$ cat src/rtl/dmem_arbiter.sv
// Two-port arbiter in front of a single-port synchronous RAM, with locked bursts and 1-cycle read return.
// Define DMEM_ARB_RR_EN for round-robin IDLE arbitration; otherwise port 0 always wins contention.
module dmem_arbiter #(
  parameter int AW        = 6,
  parameter int DW        = 16,
  parameter int MAX_BURST = 4
) (
  input  logic          clk,
  input  logic          reset,
  input  logic          p0_req,
  input  logic          p0_we,
  input  logic          p0_lock,
  input  logic [AW-1:0] p0_addr,
  input  logic [DW-1:0] p0_wdata,
  output logic          p0_gnt,
  output logic          p0_rvalid,
  output logic [DW-1:0] p0_rdata,
  input  logic          p1_req,
  input  logic          p1_we,
  input  logic          p1_lock,
  input  logic [AW-1:0] p1_addr,
  input  logic [DW-1:0] p1_wdata,
  output logic          p1_gnt,
  output logic          p1_rvalid,
  output logic [DW-1:0] p1_rdata,
  output logic          mem_csb,
  output logic          mem_web,
  output logic [AW-1:0] mem_addr,
  output logic [DW-1:0] mem_din,
  input  logic [DW-1:0] mem_dout
);

  localparam int            CW       = $clog2(MAX_BURST) + 1;
  localparam logic [CW-1:0] LAST_CNT = CW'(MAX_BURST - 1);

  typedef enum logic [1:0] {IDLE = 2'd0, OWN0 = 2'd1, OWN1 = 2'd2} state_t;

  state_t        state_q, state_d;
  logic          rr_ptr_q, rr_ptr_d;
  logic [CW-1:0] burst_cnt_q, burst_cnt_d;
  logic          rd_pend_q, rd_pend_d;
  logic          rd_port_q, rd_port_d;

  logic          own_hold;
  logic          gnt0, gnt1, issue, sel;
  logic          sel_we, sel_lock;
  logic [AW-1:0] sel_addr;
  logic [DW-1:0] sel_wdata;
  logic [CW-1:0] run_cnt;

  // Arbitration; grants are suppressed while reset is asserted.
  always_comb begin
    own_hold = ((state_q == OWN0) && p0_req) || ((state_q == OWN1) && p1_req);
    gnt0     = 1'b0;
    gnt1     = 1'b0;
    if (!reset) begin
      if ((state_q == OWN0) && p0_req) begin
        gnt0 = 1'b1;
      end else if ((state_q == OWN1) && p1_req) begin
        gnt1 = 1'b1;
      end else if (p0_req && p1_req) begin
        gnt0 = ~rr_ptr_q;
        gnt1 = rr_ptr_q;
      end else begin
        gnt0 = p0_req;
        gnt1 = p1_req;
      end
    end
    issue     = gnt0 | gnt1;
    sel       = gnt1;
    sel_we    = sel ? p1_we    : p0_we;
    sel_lock  = sel ? p1_lock  : p0_lock;
    sel_addr  = sel ? p1_addr  : p0_addr;
    sel_wdata = sel ? p1_wdata : p0_wdata;
    // A grant that does not continue the current ownership starts a fresh burst count.
    run_cnt   = own_hold ? burst_cnt_q : '0;
  end

  always_comb begin
    state_d     = IDLE;
    burst_cnt_d = '0;
    rr_ptr_d    = rr_ptr_q;
    rd_pend_d   = issue && !sel_we;
    rd_port_d   = sel;
    if (issue) begin
      if (sel_lock && (run_cnt < LAST_CNT)) begin
        state_d     = sel ? OWN1 : OWN0;
        burst_cnt_d = run_cnt + CW'(1);
      end else begin
`ifdef DMEM_ARB_RR_EN
        rr_ptr_d = ~sel;
`else
        rr_ptr_d = 1'b0;
`endif
      end
    end
  end

  always_ff @(posedge clk or posedge reset) begin
    if (reset) begin
      state_q     <= IDLE;
      rr_ptr_q    <= 1'b0;
      burst_cnt_q <= '0;
      rd_pend_q   <= 1'b0;
      rd_port_q   <= 1'b0;
    end else begin
      state_q     <= state_d;
      rr_ptr_q    <= rr_ptr_d;
      burst_cnt_q <= burst_cnt_d;
      rd_pend_q   <= rd_pend_d;
      rd_port_q   <= rd_port_d;
    end
  end

  assign p0_gnt    = gnt0;
  assign p1_gnt    = gnt1;
  assign mem_csb   = ~issue;
  assign mem_web   = issue ? ~sel_we : 1'b1;
  assign mem_addr  = issue ? sel_addr  : '0;
  assign mem_din   = issue ? sel_wdata : '0;

  // Read data is steered to the issuing port only; the other port sees zero.
  assign p0_rvalid = rd_pend_q & ~rd_port_q;
  assign p1_rvalid = rd_pend_q &  rd_port_q;
  assign p0_rdata  = p0_rvalid ? mem_dout : '0;
  assign p1_rdata  = p1_rvalid ? mem_dout : '0;

endmodule

$ cat config.mk
export PLATFORM = sky130hd
export DESIGN_NAME = dmem_arbiter
export DESIGN_NICKNAME = d
export VERILOG_FILES = /design/src/rtl/dmem_arbiter.sv
export SDC_FILE = /design/constraint.sdc
export NUM_CORES = 1
export LEC_CHECK = 0
export BUFFER_PORTS_ARGS = -buffer_cell sky130_fd_sc_hd__buf_2
export CORE_UTILIZATION = 34
export DETAILED_ROUTE_END_ITERATION = 10
export PLACE_DENSITY = 0.86
export SLEW_MARGIN = 10
export SYNTH_ARGS = -nofsm -noshare
export SYNTH_HDL_FRONTEND = slang
export SYNTH_SLANG_ARGS = --single-unit
export TNS_END_PERCENT = 10
$ cat constraint.sdc
create_clock -name clk -period 2.9 [get_ports clk]
set_clock_uncertainty 0.15 [all_clocks]
set_input_delay 0.435 -clock clk [delete_from_list [all_inputs] [get_ports clk]]
set_output_delay 0.435 -clock clk [all_outputs]
set_load 0.1 [all_outputs]
== Yosys cells after proc, flatten, opt, wreduce, memory -nomap -nowiden ==
Cells that the tools add are included.
Cells by class
  bitwise operators: 6
  muxes and demuxes: 23
  add/sub/neg operators: 1
  order comparisons: 1
  reductions and logical operators: 7
  equal/unequal tests: 2
Operators with widths (count)
  two-way mux 16 bit: 4
  two-way mux 6 bit: 2
  two-way mux 1 bit: 11
  two-way mux 3 bit: 3
  two-way mux 2 bit: 3
  logical AND 1 bit: 5
  adder 3 x 1 -> 3 bit, second input constant: 1
  less-than comparator 3 x 2 -> 1 bit, second input constant: 1
  NOT 1 bit: 3
  bitwise AND 1 bit: 2
  == test 2 x 1 -> 1 bit, second input constant: 1
  == test 2 bit, second input constant: 1
  zero test 1 bit: 1
  logical OR 1 bit: 1
  OR 1 bit: 1
Word-level totals
  flip-flop bits (word level): 7
  output and inout port bits: 60
  input bits: 68

== Depth between registers and ports, before layout ==
Gate-level depths: netlist of run 1.
  depth in word-level cells: 9
  gate-level depth with buffers: 7

== Worst setup path after synthesis of run 1 ==
Ideal clock, no wire load.
  path kind: input port to output port
  start: in p1_req
  end: out p0_gnt
  arrival time: 2.842 ns
  slack: -0.527 ns
  path buffers: 0
  stages: 2
  path through: and3b_1 nor3b_1
On the way
  longest elaborated chain between the ends: 5
  elaborated cells on any way between the ends: 6
  those cells by class: 4 x mux; 2 x reduce/logical
RTL lines
  start, declared: RTL line 18  | input logic p1_req,
  logical AND 1 bit: RTL line 61  | end else if (p0_req && p1_req) begin
  two-way mux 1 bit: RTL line 61
  two-way mux 1 bit (*): RTL line 59  | end else if ((state_q == OWN1) && p1_req) begin
  two-way mux 1 bit (*): RTL line 57  | if ((state_q == OWN0) && p0_req) begin
  two-way mux 1 bit (*): RTL line 56  | if (!reset) begin
  end, declared: RTL line 15  | output logic p0_gnt,
Mark *: on every way between the ends. The rest lies on a longest branch, timed or not.

== Worst setup path after layout of run 1 ==
  start: reg state_q[0]
  end: out mem_web
On the way
  longest elaborated chain between the ends: 8
  elaborated cells on any way between the ends: 14
  those cells by class: 2 x eq/ne; 8 x mux; 2 x bitwise; 2 x reduce/logical
RTL lines
  start, declared: RTL line 38  | state_t state_q, state_d;
  start signal, assigned: RTL line 107  | state_q <= state_d;
  == test 2 bit: RTL line 59
  logical AND 1 bit: RTL line 59
  two-way mux 1 bit: RTL line 59
  two-way mux 1 bit: RTL line 57
  two-way mux 1 bit: RTL line 56
  two-way mux 1 bit: RTL line 71  | sel_we = sel ? p1_we : p0_we;
  NOT 1 bit: RTL line 118  | assign mem_web = issue ? ~sel_we : 1'b1;
  two-way mux 1 bit (*): RTL line 118
  end, declared: RTL line 27  | output logic mem_web,
Marked as above.

==> results of run 1 <==
[how the worst max path moves through the flow]
stage | startpoint | cells past startpoint | end | slack (ps)
final | state_q[0]$_DFF_PP0_ | 6 | mem_web | 350
after global placement | reset | 6 | mem_addr[0] | 600
after detailed placement | reset | 6 | mem_din[15] | 550
after global routing | state_q[0]$_DFF_PP0_ | 6 | mem_din[15] | 230
after CTS | state_q[0]$_DFF_PP0_ | 6 | mem_web | 350
after floorplan | reset | 4 | mem_addr[1] | -260
[registers in the layout, summed over array words and instances (netlist names)]
| register | cells |
|---|---|
| rd_pend_q | 1 |
| rd_port_q | 1 |
| burst_cnt_q | 3 |
| state_q | 2 |
[metal layers]
layer	routed length (um)	vias to the layer above
met5	0	-
met4	27	0
met3	260	2
met2	1540	75
met1	1260	598
li1	-	735
[power by group]
part,leakage [nW],internal (mW),switching (mW)
Combinational,0.955,0.0879,0.323
Sequential,0.0949,0.101,0.00598
Clock,0.0150,0.0523,0.0322
Total,1.06,0.241,0.361
[cells by family (layout without fill, tap and decap cells)]
family / Yosys count / count (layout)
buffers and inverters: 14 / 139
DFF: 7 / 7
and+or+nand+nor: 94 / 94
AOI/OAI and AO/OA: 28 / 28
muxes: 2 / 2
adders and majority gates: 1 / 1
[final cells by class]
class / instances / area (um^2)
repair buffers: 131 / 681
inverters: 4 / 20.0
clock buffers: 4 / 26.3
fillers: 258 / 1080
well taps: 31 / 38.8
multi-input cells: 125 / 733
flip-flops and latches: 7 / 175
[cell usage in the layout (no fill, tap or decap), types with 2 or more instances in the layout]
cell type  count
nor3_1         3
dfrtp_1        7
buf_4          4
and3_1        16
clkbuf_4       3
and2_1        17
nand2_1       45
a21oi_2       18
nor2_1         4
buf_2        126
inv_1          3
nor2b_1        4
o21ai_0        2
a21oi_1        5
[through the flow]
step | utilization | hold slack, ps | setup TNS [ps] | instance area (um^2)
floorplan | - | 95.2 | -2840 | 990
global placement | 0.598 | 260 | 0 | 1650
detailed placement | 0.598 | 268 | 0 | 1650
CTS | 0.607 | 3.20 | 0 | 1670
global route | 0.607 | 5.89 | 0 | 1670
finish | 0.607 | 0.995 | 0 | 1670
==> flow_summary.json, run 1 <==
{
  "synth-edff-count": 0,
  "globalRouteMet2Util": 0.382,
  "reg2reg_to": "burst_cnt_q[1]$_DFF_PP0_",
  "synth.ff_latch_count": 7,
  "path_clk_slew_ps": 50,
  "drt-pass1-iter-count": 4,
  "yosys.cell_count.top_type": "nand2_1",
  "cts.root.buffer_cell": "clkbuf_4",
  "relSlewSlack": 0.670,
  "global_route_wire_length_before_repair_um": 4890,
  "report.final.hold_viol_count": 0,
  "synth_xor_area_frac": 0,
  "route.detailed.drc": 0,
  "met1_usage_grt": 0.194,
  "grt_pass1_vias": 1174,
  "gr-max-usage-layer": "met2",
  "antenna_cells": 0,
  "rows": 19,
  "dpl_worst_slack_ps": 553,
  "post_cts_hold_buffer_count": 0,
  "max_cap_viol_count": 0,
  "num-nets-final": 341,
  "grt_max_degree": 29,
  "maxSlewViolCount": 0,
  "synth_async_sr_flop_share": 1.00,
  "cts_inserted_buffers": 3,
  "grt_util_all_layers": 0.191,
  "synth_adder_area_share": 0.0127,
  "yosys-top-cells-area": "dfrtp_1 18%, nand2_1 17%, a21oi_2 16%, and2_1 11%, and3_1 10%",
  "final_setup_violation_count": 0,
  "clock_sinks": 7,
  "clock_tree.htree_level_count": 1,
  "finalWirelength_um": 3080,
  "initial_utilization": 0.357,
  "place.port_buffers": 127,
  "largest_family_of_logic_cells_by_synthesized_area": "simple AND/OR/NAND/NOR gates",
  "grt_antenna_before_repair": 0,
  "synth-seq-area-share": 0.178,
  "ys.flop_type": "dfrtp_1",
  "synth_top_cells_by_count": "45 x nand2_1, 18 x a21oi_2, 17 x and2_1",
  "timing.critical_path.max_delay_family": "simple AND/OR/NAND/NOR gates",
  "avgSynthCellArea_um2": 6.74,
  "timing.critical_path.slowest_cell_delay_ps": 370,
  "min_period_over_period": 0.878,
  "synth_cell_types": 25,
  "r2r_start": "state_q[1]$_DFF_PP0_",
  "synth_fp_nets": 215,
  "status": "finished clean",
  "io-pin-count": 128,
  "worst_hold_path_type": "input pin to async pin",
  "worst-setup-path-type": "register to output pin",
  "routed_via_density": 4.67,
  "netlist.area_leader.share": 0.178,
  "hpwl_reported_at_the_end_of_detailed_placement_um": 2480,
  "synth.area.mux_share": 0.0330,
  "syn_inst": 146,
  "fp.dieH_um": 55.8,
  "drive_gt1_frac": 0.579,
  "insertion_delay_ps": 240,
  "maximum_operating_frequency_mhz": 393,
  "worst-endpoint-arrival_ps": 1960,
  "post_cts_resized": 0,
  "cts-root-to-sink-buffers": 2,
  "drt-wirelength-per-cell_um": 10.2,
  "critical_path.n_buffers_inverters": 2,
  "timing.critical_path.cells": "nand2b_1 -> a211o_1 -> buf_4 -> mux2i_1 -> or2_2 -> buf_12",
  "synth-simple-area-share": 0.474,
  "timing.final.ws_setup_ps": 352,
  "pwrdens_nw_per_um2": 360,
  "horizontal_extent_of_the_die_um": 55.8,
  "dpl.cell_count": 298,
  "tightest_pin_transition_ps": 498,
  "power_leakage_nw": 1.06,
  "grt_setup_unrepaired": "false",
  "cpMaxStageDelayCell": "dfrtp_1",
  "totalPowerFinal_mw": 0.602,
  "finish.cell_count_without_fillers": 302,
  "drt.antenna.violating_nets": 0,
  "mappedNetlistArea_um2": 985,
  "r2r_cells": 6,
  "endpoint_kind": "output pin",
  "drt_iter0_markers": 47,
  "synthDominantAreaCellType": "dfrtp_1",
  "fin_crit_ps": 2550,
  "vias": 1410,
  "syn2layout_area_growth_pct": 70.0,
  "max-vdd-ir-drop_mv": 0.247,
  "max_fo_critical_path": 11,
  "die-area_um2": 3120,
  "tritoncts_clock_tree": "yes",
  "yosysWarnings": 0,
  "coreArea_um2": 2760,
  "synth_area_in_compound_gates": 0.216,
  "gp_congestion": 0.775,
  "cp_data_required_time_ps": 2320,
  "global_route.usage.met3": 0.0372,
  "setup.worst_path.start_class": "register",
  "gr-total-overflow": 0,
  "post_cts_buffers": 0,
  "ff2ff_setup_slack_ps": 1120
}
Note: power is estimated with default switching activity, not from simulation.
==> inputs of run 2 (changes only) <==
Settings changed: PLACE_DENSITY 0.86 to 0.92.
==> run 2 against run 1 <==
The flow now finishes with violations (hold timing). Combinational power is 9.7% higher. Worst setup slack worse by 150 ps. Via count is 4.0% higher. Sequential cell count stayed put. Final area is 11% higher. Global-route usage is 2.0 points higher.
==> flow_summary.json, run 2 (synthesized netlist as in run 1, its figures left out) <==
{
  "largest_register": "burst_cnt_q",
  "path_clk_slew_ps": 50,
  "drt-wirelength-per-cell_um": 11.2,
  "finalWirelength_um": 3380,
  "clock_tree.htree_level_count": 1,
  "post-route-util": 0.672,
  "pwrdens_nw_per_um2": 349,
  "placed_standard_cell_area_um2": 1830,
  "reg2reg_to": "burst_cnt_q[1]$_DFF_PP0_",
  "tritoncts_clock_tree": "yes",
  "ff2ff_setup_slack_ps": 1090,
  "tightest_pin_transition_ps": 478,
  "worst_hold_path_type": "input pin to async pin",
  "endpoint_kind": "output pin",
  "fin_crit_ps": 2700,
  "antenna_cells": 0,
  "clock_sinks": 7,
  "place.port_buffers": 127,
  "hpwl_reported_at_the_end_of_detailed_placement_um": 2780,
  "drt.antenna.violating_nets": 0,
  "maximum_operating_frequency_mhz": 371,
  "io-pin-count": 128,
  "horizontal_extent_of_the_die_um": 55.8,
  "gp_congestion": 0.708,
  "multi_input_comb_area_um2": 733,
  "vias": 1467,
  "max_fo_critical_path": 25,
  "maxSlewViolCount": 0,
  "largest_register_ffs": 3,
  "status": "complete, but fails checks",
  "r2r_cells": 6,
  "initial_utilization": 0.357,
  "finalHoldWorstSlack_ps": -6.06,
  "die-area_um2": 3120,
  "drive_gt1_frac": 0.579,
  "final_area_um2": 1850,
  "report.final.hold_viol_count": 7,
  "post_cts_resized": 0,
  "dpl.cell_count": 298,
  "max-vdd-ir-drop_mv": 0.274,
  "max_cap_viol_count": 0,
  "largest_registers_ranked_by_flip_flop_count": "burst_cnt_q (3), state_q (2)",
  "route.detailed.drc": 0,
  "post_cts_hold_buffer_count": 0,
  "post_cts_buffers": 0,
  "violated_checks": "hold timing",
  "setup.worst_path.start_class": "register",
  "num-nets-final": 341,
  "sequential_cell_area_um2": 175,
  "drt_iter0_markers": 60,
  "global_route_wire_length_before_repair_um": 5300,
  "mostFrequentLayoutCells": "115 x buf_2, 45 x nand2_1, 18 x a21oi_2",
  "grt_pass1_vias": 1313,
  "cp_data_required_time_ps": 2320,
  "routed_via_density": 4.86,
  "worst-setup-path-type": "register to output pin",
  "grt_max_degree": 29,
  "relSlewSlack": 0.680,
  "coreArea_um2": 2760,
  "most_frequent_standard_cell_in_the_layout_excluding_fill_and_tap_cells": "buf_2",
  "grt_antenna_before_repair": 0,
  "gr-total-overflow": 0,
  "cts-root-to-sink-buffers": 2,
  "final_setup_violation_count": 0,
  "min_period_over_period": 0.931,
  "finish.cell_count_without_fillers": 302,
  "insertion_delay_ps": 250,
  "cts.root.buffer_cell": "clkbuf_4",
  "syn2layout_area_growth_pct": 88.1,
  "fp.dieH_um": 55.8,
  "nFillCells": 224,
  "rows": 19,
  "cts_inserted_buffers": 3,
  "worst-endpoint-arrival_ps": 2110,
  "grt_util_all_layers": 0.211,
  "drt-pass1-iter-count": 4,
  "power_leakage_nw": 1.11,
  "r2r_start": "state_q[1]$_DFF_PP0_",
  "grt_setup_unrepaired": "false"
}
## run 2: changes by cell type in the layout (fill, tap and decap cells not counted)
cell / change
buf_12: +12
buf_4: -1
buf_2: -11
## run 2: worst max path at each step
stage                                     from          end  slack, ps  depth (start not counted)
after floorplan                          reset  mem_addr[1]       -260                          4
after global placement                   reset  mem_addr[2]        500                          6
after detailed placement                 reset  mem_din[15]        440                          6
after CTS                 state_q[0]$_DFF_PP0_  mem_din[15]        190                          6
after global routing      state_q[0]$_DFF_PP0_  mem_din[12]         60                          6
final                     state_q[0]$_DFF_PP0_  mem_din[12]        200                          6
## run 2: final cells by class
cell class              count  share of cell area
repair buffers            131               0.464
multi-input cells         125               0.396
flip-flops and latches      7              0.0946
well taps                  31              0.0209
clock buffers               4              0.0142
inverters                   4              0.0108
## run 2: worst max-delay path, stage by stage, from the launching register on
cell and delay [ps]:
dfrtp_1 380, nand2b_1 140, a211o_1 450, clkinv_4 220, nand2_1 110, a21oi_2 130
buf_2 430
## run 2: metrics by stage
stage	setup WS, ps	power, mW	TNS (ps)
6_report	201	0.646	0
5_1_grt	59.8	0.673	0
4_1_cts	193	0.649	0
3_5_place_dp	441	0.561	0
3_3_place_gp	497	0.556	0
2_1_floorplan	-264	0.431	-2840
## run 2: layer usage
layer  global-route usage  vias to the layer above  wire length (um)  part of all wire
li1                     -                      733                 -                 -
met1                0.212                      636              1280              0.38
met2                0.420                       88              1720              0.51
met3               0.0326                       10               291             0.086
met5                    0                        -                 0                 0
met4               0.0941                        0                89             0.026
## run 2: report_power, final
| part | total (mW) | leakage, nW | switching [mW] | internal (mW) |
|---|---|---|---|---|
| registers | 0.107 | 0.0949 | 0.00605 | 0.101 |
| clock network | 0.0879 | 0.0150 | 0.0354 | 0.0525 |
| logic | 0.451 | 0.999 | 0.332 | 0.119 |
| total | 0.646 | 1.11 | 0.373 | 0.273 |
==> inputs of run 3 (changes only) <==
Settings changed: CORE_UTILIZATION 34 to 29, PLACE_DENSITY 0.92 to 0.78.
Clock period 2.9 ns to 2.4 ns, I/O delays scaled along.
==> run 3 against run 2 <==
The run now ends clean. Wire length grew 19%. Combinational power grew 43%. Core utilization grew 8.9 points. Clock power grew 24%. Clock-buffer cell count is the same. Sequential share of layout area shrank 2.1 points. Via count grew 3.1%. Die area grew 17%. Worst setup slack lost 120 ps. Largest power group unchanged.
==> flow_summary.json, run 3 (synthesized netlist as in run 1, its figures left out) <==
{
  "min_period_over_period": 0.967,
  "hpwl_reported_at_the_end_of_detailed_placement_um": 3310,
  "routed_via_density": 4.71,
  "gp_congestion": 0.754,
  "tightest_pin_transition_ps": 500,
  "initial_utilization": 0.315,
  "cts-root-to-sink-buffers": 2,
  "horizontal_extent_of_the_die_um": 60.3,
  "report.final.hold_viol_count": 0,
  "antenna_cells": 0,
  "grt_util_all_layers": 0.212,
  "multi_input_comb_area_um2": 758,
  "max-vdd-ir-drop_mv": 0.194,
  "endpoint_kind": "output pin",
  "cts.root.buffer_cell": "clkbuf_4",
  "tritoncts_clock_tree": "yes",
  "drt-pass1-iter-count": 3,
  "fp.dieH_um": 60.3,
  "relSlewSlack": 0.669,
  "fin_crit_ps": 2320,
  "grt_antenna_before_repair": 0,
  "pwrdens_nw_per_um2": 372,
  "drt.antenna.violating_nets": 0,
  "largest_register": "burst_cnt_q",
  "most_frequent_standard_cell_in_the_layout_excluding_fill_and_tap_cells": "buf_2",
  "largest_register_ffs": 3,
  "grt_setup_unrepaired": "false",
  "totalPowerFinal_mw": 0.886,
  "coreArea_um2": 3130,
  "drt-wirelength-per-cell_um": 12.5,
  "reg2reg_to": "burst_cnt_q[1]$_DFF_PP0_",
  "die-area_um2": 3630,
  "timing.critical_path.slowest_cell_delay_ps": 390,
  "maxSlewViolCount": 0,
  "syn2layout_area_growth_pct": 142,
  "final_setup_violation_count": 0,
  "finalWirelength_um": 4020,
  "mostFrequentLayoutCells": "85 x buf_2, 45 x nand2_1, 42 x buf_12",
  "cpMaxStageDelayCell": "a211o_4",
  "hold_end": "state_q[1]$_DFF_PP0_",
  "nFillCells": 210,
  "sequential_cell_area_um2": 175,
  "min-delay-start": "p1_lock",
  "max_fo_critical_path": 6,
  "r2r_start": "state_q[0]$_DFF_PP0_",
  "status": "finished clean",
  "drive_gt1_frac": 0.606,
  "power_leakage_nw": 1.24,
  "timing.critical_path.cells": "nand2b_1 -> a211o_4 -> mux2i_1 -> or2_2 -> buf_12",
  "clock_sinks": 7,
  "grt_max_degree": 21,
  "grt_pass1_vias": 1382,
  "setup.worst_path.start_class": "register",
  "hold-path-cell-count": 3,
  "io-pin-count": 128,
  "largest_registers_ranked_by_flip_flop_count": "burst_cnt_q (3), state_q (2)",
  "cts_inserted_buffers": 3,
  "worst-endpoint-arrival_ps": 1810,
  "r2r_cells": 7,
  "drt_iter0_markers": 48,
  "worst-setup-path-type": "register to output pin",
  "num-nets-final": 347,
  "ff2ff_setup_slack_ps": 530,
  "rows": 20,
  "vias": 1513,
  "clock_tree.htree_level_count": 1,
  "cp_data_required_time_ps": 1890,
  "maximum_operating_frequency_mhz": 431,
  "route.detailed.drc": 0,
  "max_cap_viol_count": 0,
  "insertion_delay_ps": 260,
  "worst_hold_path_type": "input pin to register",
  "global_route_wire_length_before_repair_um": 5780,
  "path_clk_slew_ps": 60,
  "gr-total-overflow": 0,
  "setup_total_negative_slack_ps": 0,
  "place.port_buffers": 127
}
==> run 3: cell types whose count changed in the layout (fill, tap and decap cells not counted), moves of 4 or more <==
cell	before	now
buf_2	115	85
a21oi_1	5	1
buf_4	3	8
buf_12	13	42
a21oi_2	18	22
==> run 3: area by class of cell <==
type,instances,share of cell area
timing repair inverter,1,0.00368
clock buffer,4,0.0110
tap,44,0.0231
multi-input combinational,125,0.319
timing repair buffer,136,0.562
sequential,7,0.0736
inverter,4,0.00841
==> run 3: where the power goes <==
group	switching (mW)	internal [mW]	total, mW	leakage, nW
clock	0.0453	0.0635	0.109	0.0150
combinational	0.423	0.225	0.647	1.13
sequential	0.00782	0.122	0.130	0.0949
total	0.476	0.411	0.886	1.24
==> run 3: through the flow <==
stage          setup WS, ps  hold WS (ps)  cell area, um^2  utilization  std cells
2_1_floorplan          -614          20.2              992            -        146
3_3_place_gp            235           241             2290        0.732        312
3_5_place_dp            149           248             2290        0.732        312
4_1_cts                10.2           188             2350        0.751        318
5_1_grt                5.40           223             2380        0.761        321
6_report               80.1           194             2380        0.761        321
==> run 3: timing repair <==
action                                  4_1_cts  5_1_grt
hold endpoints to repair                      7        0
hold buffers                                  1        0
buffers inserted                              0        3
endpoints found under the setup margin       23       23
gates cloned                                  1        0
pin swaps                                     0        1
gates resized for setup                       5        2
==> run 3: how the worst max path moves through the flow <==
| stage | end | startpoint | slack, ps | cells after the start |
|---|---|---|---|---|
| after global placement | mem_addr[1] | p1_req | 240 | 7 |
| final | mem_web | state_q[0]$_DFF_PP0_ | 80 | 5 |
| after detailed placement | mem_addr[1] | state_q[0]$_DFF_PP0_ | 150 | 6 |
| after floorplan | mem_addr[1] | reset | -610 | 4 |
| after CTS | mem_addr[0] | state_q[0]$_DFF_PP0_ | 10 | 6 |
| after global routing | mem_web | state_q[0]$_DFF_PP0_ | 5 | 5 |
==> run 3: layer usage <==
| layer | vias to the layer above | part of all wire | global-route usage |
|---|---|---|---|
| met5 | - | 0 | 0 |
| met4 | 0 | 0.018 | 0.103 |
| met3 | 9 | 0.082 | 0.0411 |
| met2 | 81 | 0.56 | 0.416 |
| met1 | 680 | 0.34 | 0.207 |
| li1 | 743 | - | - |
==> run 3: worst max-delay path, delay by kind of cell, from the launching register on <==
family          cells  cell delay (ps)
compound gates      1              390
simple gates        2              480
mux                 1              150
buf+inv             1              170
flops               1              370
